**src/rtl/parity_frame_tx.sv**
```systemverilog
// Serial line driver for the parity path: start, d0..d3 LSB-first,
// parity, stop. Upstream parity bits are checked, never transmitted.
module parity_frame_tx #(
    parameter int CLKS_PER_BIT = 4,
    parameter bit ODD_PARITY   = 1'b0
) (
    input  logic       clk,
    input  logic       rst,
    input  logic [3:0] data_in,
    input  logic       even_priority,
    input  logic       odd_priority,
    input  logic       in_valid,
    output logic       in_ready,
    output logic       tx_out,
    output logic       busy,
    output logic       par_err
);

    localparam int DW = (CLKS_PER_BIT > 1) ? $clog2(CLKS_PER_BIT) : 1;
    localparam logic [DW-1:0] DIV_LAST = DW'(CLKS_PER_BIT - 1);

    typedef enum logic [2:0] {
        IDLE,
        START,
        DATA,
        PARITY,
        STOP
    } state_t;

    state_t        state;
    logic [DW-1:0] div;
    logic [1:0]    idx;
    logic [3:0]    data_q;
    logic          par_q;
    logic          bit_done;
    logic          local_par;
    logic          up_bad;

    assign in_ready  = (state == IDLE) && !rst;
    assign bit_done  = (div == DIV_LAST);
    assign local_par = ^data_in;
    assign up_bad    = (even_priority != local_par) ||
                       (odd_priority == even_priority);

    always_ff @(posedge clk) begin
        if (rst) begin
            state   <= IDLE;
            div     <= '0;
            idx     <= '0;
            data_q  <= '0;
            par_q   <= 1'b0;
            tx_out  <= 1'b1;
            busy    <= 1'b0;
            par_err <= 1'b0;
        end else begin
            par_err <= 1'b0;
            unique case (state)
                IDLE: begin
                    if (in_valid) begin
                        data_q  <= data_in;
                        par_q   <= local_par ^ ODD_PARITY;
                        par_err <= up_bad;
                        state   <= START;
                        div     <= '0;
                        idx     <= '0;
                        tx_out  <= 1'b0;
                        busy    <= 1'b1;
                    end
                end
                START: begin
                    if (bit_done) begin
                        div    <= '0;
                        idx    <= '0;
                        state  <= DATA;
                        tx_out <= data_q[0];
                    end else begin
                        div <= div + 1'b1;
                    end
                end
                DATA: begin
                    if (bit_done) begin
                        div <= '0;
                        if (idx == 2'd3) begin
                            state  <= PARITY;
                            tx_out <= par_q;
                        end else begin
                            idx    <= idx + 2'd1;
                            tx_out <= data_q[idx + 2'd1];
                        end
                    end else begin
                        div <= div + 1'b1;
                    end
                end
                PARITY: begin
                    if (bit_done) begin
                        div    <= '0;
                        state  <= STOP;
                        tx_out <= 1'b1;
                    end else begin
                        div <= div + 1'b1;
                    end
                end
                STOP: begin
                    if (bit_done) begin
                        div   <= '0;
                        state <= IDLE;
                        busy  <= 1'b0;
                    end else begin
                        div <= div + 1'b1;
                    end
                end
                default: begin
                    state  <= IDLE;
                    div    <= '0;
                    tx_out <= 1'b1;
                    busy   <= 1'b0;
                end
            endcase
        end
    end

endmodule
```
**config.mk**
```make
export PLATFORM = sky130hd
export DESIGN_NAME = parity_frame_tx
export DESIGN_NICKNAME = d
export VERILOG_FILES = /design/src/rtl/parity_frame_tx.sv
export SDC_FILE = /design/constraint.sdc
export NUM_CORES = 1
export LEC_CHECK = 0
export ABC_AREA = 1
export CAP_MARGIN = 20
export CELL_PAD_IN_SITES_DETAIL_PLACEMENT = 1
export CELL_PAD_IN_SITES_GLOBAL_PLACEMENT = 1
export CORE_ASPECT_RATIO = 1.5
export CORE_UTILIZATION = 32
export CTS_BUF_LIST = sky130_fd_sc_hd__clkbuf_4 sky130_fd_sc_hd__clkbuf_8 sky130_fd_sc_hd__clkbuf_16
export CTS_CLUSTER_SIZE = 10
export DETAILED_ROUTE_END_ITERATION = 7
export PLACE_DENSITY_LB_ADDON = 0.3
export SLEW_MARGIN = 20
export SYNTH_ARGS = -nofsm -noshare
export SYNTH_HDL_FRONTEND = slang
export SYNTH_SLANG_ARGS = --single-unit
```
**constraint.sdc**
```tcl
create_clock -name clk -period 3.3 [get_ports clk]
set_input_delay 0.495 -clock clk [delete_from_list [all_inputs] [get_ports clk]]
set_output_delay 0.495 -clock clk [all_outputs]
set_load 0.05 [all_outputs]
```
==> flow_summary_export.csv <==
group,metric,value,unit
synthesis,ys_ff_latch,15,
worst_setup_path,end_kind,"output port",
hold_path,min_from,"data_q[3]$_SDFFE_PP0P_",
worst_setup_path,cpPeakStageDelay,0.81,ns
grt,grt.total_usage,15.5,%
grt,antenna_found_initial,0,
final_layout,drive_gt1_share,14.2,%
clock_tree,cts.sinks,15,
placement,post-place-cells,181,
sta,finClkSkew,0.00192,ns
pwr,power.density,1010,nW/um^2
floorplanning,die-area,3110,um^2
final_layout,fin_cells,185,
worst_setup_path,crit_chain,"clkdlybuf4s50_1, nor2_1, clkdlybuf4s50_1",
grt,grt_use_met1,16.4,%
worst_setup_path,critPathLaunchType,"input port",
grt,gr-usage-met3,1.60,%
run,cap_viol_max_count,0,
worst_setup_path,crit_type,"input port to output port",
clock_tree,cts_resized,0,
grt,grt_pass1_vias,846,
sta,fin_ws,0.763,ns
final_layout,diodes,0,
hold_path,hold_class,"flip-flop to flip-flop",
synthesis,syn_inst,136,
clock_tree,cts_setup_buffers,0,
synthesis,synth_edf_count,0,
synthesis,syn_nets,147,
clock_tree,clk_latency,0.25,ns
grt,overflow,0,
detailed_routing,routed_wl,2120,um
clock_tree,clkTransAtPathRegs,0.06,ns
sta,setup_viol,0,
worst_setup_path,cp.required,2.80,ns
worst_setup_path,crit_start,"rst",
worst_setup_path,crit_fanout,9,
final_layout,fin_util,40.7,%
clock_tree,clockRootBuffer,"clkbuf_8",
placement,post-place-ws,0.754,ns
worst_setup_path,r2r_slack,1.88,ns
sta,min_period,2.54,ns
sta,whs,0.443,ns
detailed_routing,vias,861,
sta,finalCritPeriodShare,76.9,%
synthesis,synth_top_area_share,32.5,%
hold_path,min_path_cells,2,
worst_setup_path,cpMaxStageDelayCell,"clkdlybuf4s50_1",
clock_tree,tritoncts,"built",
detailed_routing,first_iter_violations,13,
worst_setup_path,crit_end,"in_ready",
synthesis,ys_seq_area_share,32.5,%
grt,grt_util_met2,29.2,%
floorplanning,fp.dieH,67.8,um
pwr,leakage,0.501,nW
floorplanning,pin_count,13,
status,status,"completed",
synthesis,synth.largest_area_cell,"dfxtp_1",
sta,slew_headroom,66.8,%
floorplanning,die_x,45.9,um
synthesis,ys.flop_type,"dfxtp_1",
sta,fmax,394,MHz
sta,tns,0,ns
worst_setup_path,reg2reg_to,"state[1]$_SDFFE_PP0P_",
worst_setup_path,rr_startpoint,"div[0]$_SDFFE_PP0P_",
clock_tree,cts_buffers,3,
grt,top_usage_layer,"met2",
clock_tree,cts_max_level,1,
worst_setup_path,crit_top_cell,"clkdlybuf4s50_1",
final_layout,syn2layout_area_growth,19.2,%
synthesis,ys_types,26,
sta,rsz0062_at_grt,"false",
detailed_routing,final_antenna_net_count,0,
detailed_routing,via_per_inst,4.65,
worst_setup_path,reg2reg_depth,9,
clock_tree,clock_path_buffers,2,
final_layout,nets,160,
floorplanning,coreArea,2710,um^2
placement,place.gp.congestion,0.797,
sta,slew_viol_final,0,
synthesis,synth_async_sr_flop_share,0,%
placement,port-buffer-count,12,
synthesis,syn_avg_cell_area,6.79,um^2
sta,worst_pin_slew,0.497,ns
clock_tree,hold_buffers,0,
synthesis,yosysWarnings,0,
floorplanning,start_util,34.1,%
detailed_routing,drc,0,
pwr,ir_drop,0.372,mV
floorplanning,rows,23,
detailed_routing,first_pass_iters,3,
placement,place_hpwl,1730,um
grt,grt_max_degree,13,
synthesis,synthTopCellsByArea,"dfxtp_1 (33%), nand2_1 (12%), nor2_1 (7.7%)",
worst_setup_path,arrival,2.04,ns
detailed_routing,wire_per_inst,11.5,um
sta,hold_viol_final,0,
synthesis,synth_area,923,um^2
grt,grt_pass1_wl,3450,um
worst max-delay path: cells and delay by family:
kind / cells / cell delay, ns
AND/OR/NAND/NOR: 1 / 0.17
buffers and inverters: 2 / 1.38
Yosys cell counts, types with 2 or more instances:
cell	count
nor2_4	3
ha_1	2
xnor2_1	3
inv_2	4
a21oi_1	11
inv_1	15
dfxtp_1	15
buf_6	2
nand2_1	29
o21ai_0	4
nor2_1	19
nand2_2	4
nand3_1	9
o21ai_1	4
worst min-delay path by stage:
stage,endpoint,slack (ns)
after CTS,data_q[3]$_SDFFE_PP0P_,0.45
after detailed placement,data_q[3]$_SDFFE_PP0P_,0.44
final,data_q[3]$_SDFFE_PP0P_,0.44
after global routing,data_q[3]$_SDFFE_PP0P_,0.46
after global placement,data_q[3]$_SDFFE_PP0P_,0.43
after floorplan,data_q[3]$_SDFFE_PP0P_,0.42
cells by family (layout without fill, tap and decap cells):
logic type / count (synthesis) / after routing / share of synthesized area [%]
simple gates: 70 / 70 / 36.6
buf+inv: 23 / 35 / 11.5
compound gates: 22 / 22 / 12.9
flops: 15 / 15 / 32.5
xor+xnor: 4 / 4 / 3.79
fa+ha+maj: 2 / 2 / 2.71
state kept, by name (all words and copies together) (netlist names):
signal   cells
busy         1
data_q       4
div          2
idx          2
par_err      1
par_q        1
state        3
tx_out       1
power breakdown:
part	total [mW]	internal [mW]	switching, mW
Combinational	0.646	0.238	0.408
Clock	0.150	0.0835	0.0666
Sequential	0.315	0.246	0.0693
Total	1.11	0.567	0.544
metal layers:
layer / vias to the layer above / part of all wire (%)
met2: 10 / 56
met5: - / 0
met3: 2 / 1.9
met1: 398 / 41
li1: 451 / -
met4: 0 / 0.90
metrics by stage:
step	power, mW	cell area [um^2]
after floorplan	0.841	923
after global placement	0.941	1050
after detailed placement	0.970	1050
after CTS	1.13	1100
after global routing	1.21	1100
final	1.11	1100
cell usage in the layout, fill, tap and decap left out, drive strengths merged:
cell           count
o21a               1
clkinv             1
o21ai              9
a21oi             11
inv               19
xnor2              3
nand2             34
clkdlybuf4s50     12
a211oi             1
dfxtp             15
ha                 2
nor2              23
nand3             10
nand4              1
clkbuf             3
and2               1
xor2               1
nand3b             1
layout make-up:
| class | instances | area, um^2 |
|---|---|---|
| clock buffers | 3 | 41.3 |
| clock inverters | 1 | 5.00 |
| fillers | 372 | 1600 |
| inverters | 19 | 71.3 |
| multi-input cells | 98 | 517 |
| flip-flops and latches | 15 | 300 |
| well taps | 37 | 46.3 |
| repair buffers | 12 | 120 |
(Power assumes the default switching activity.)
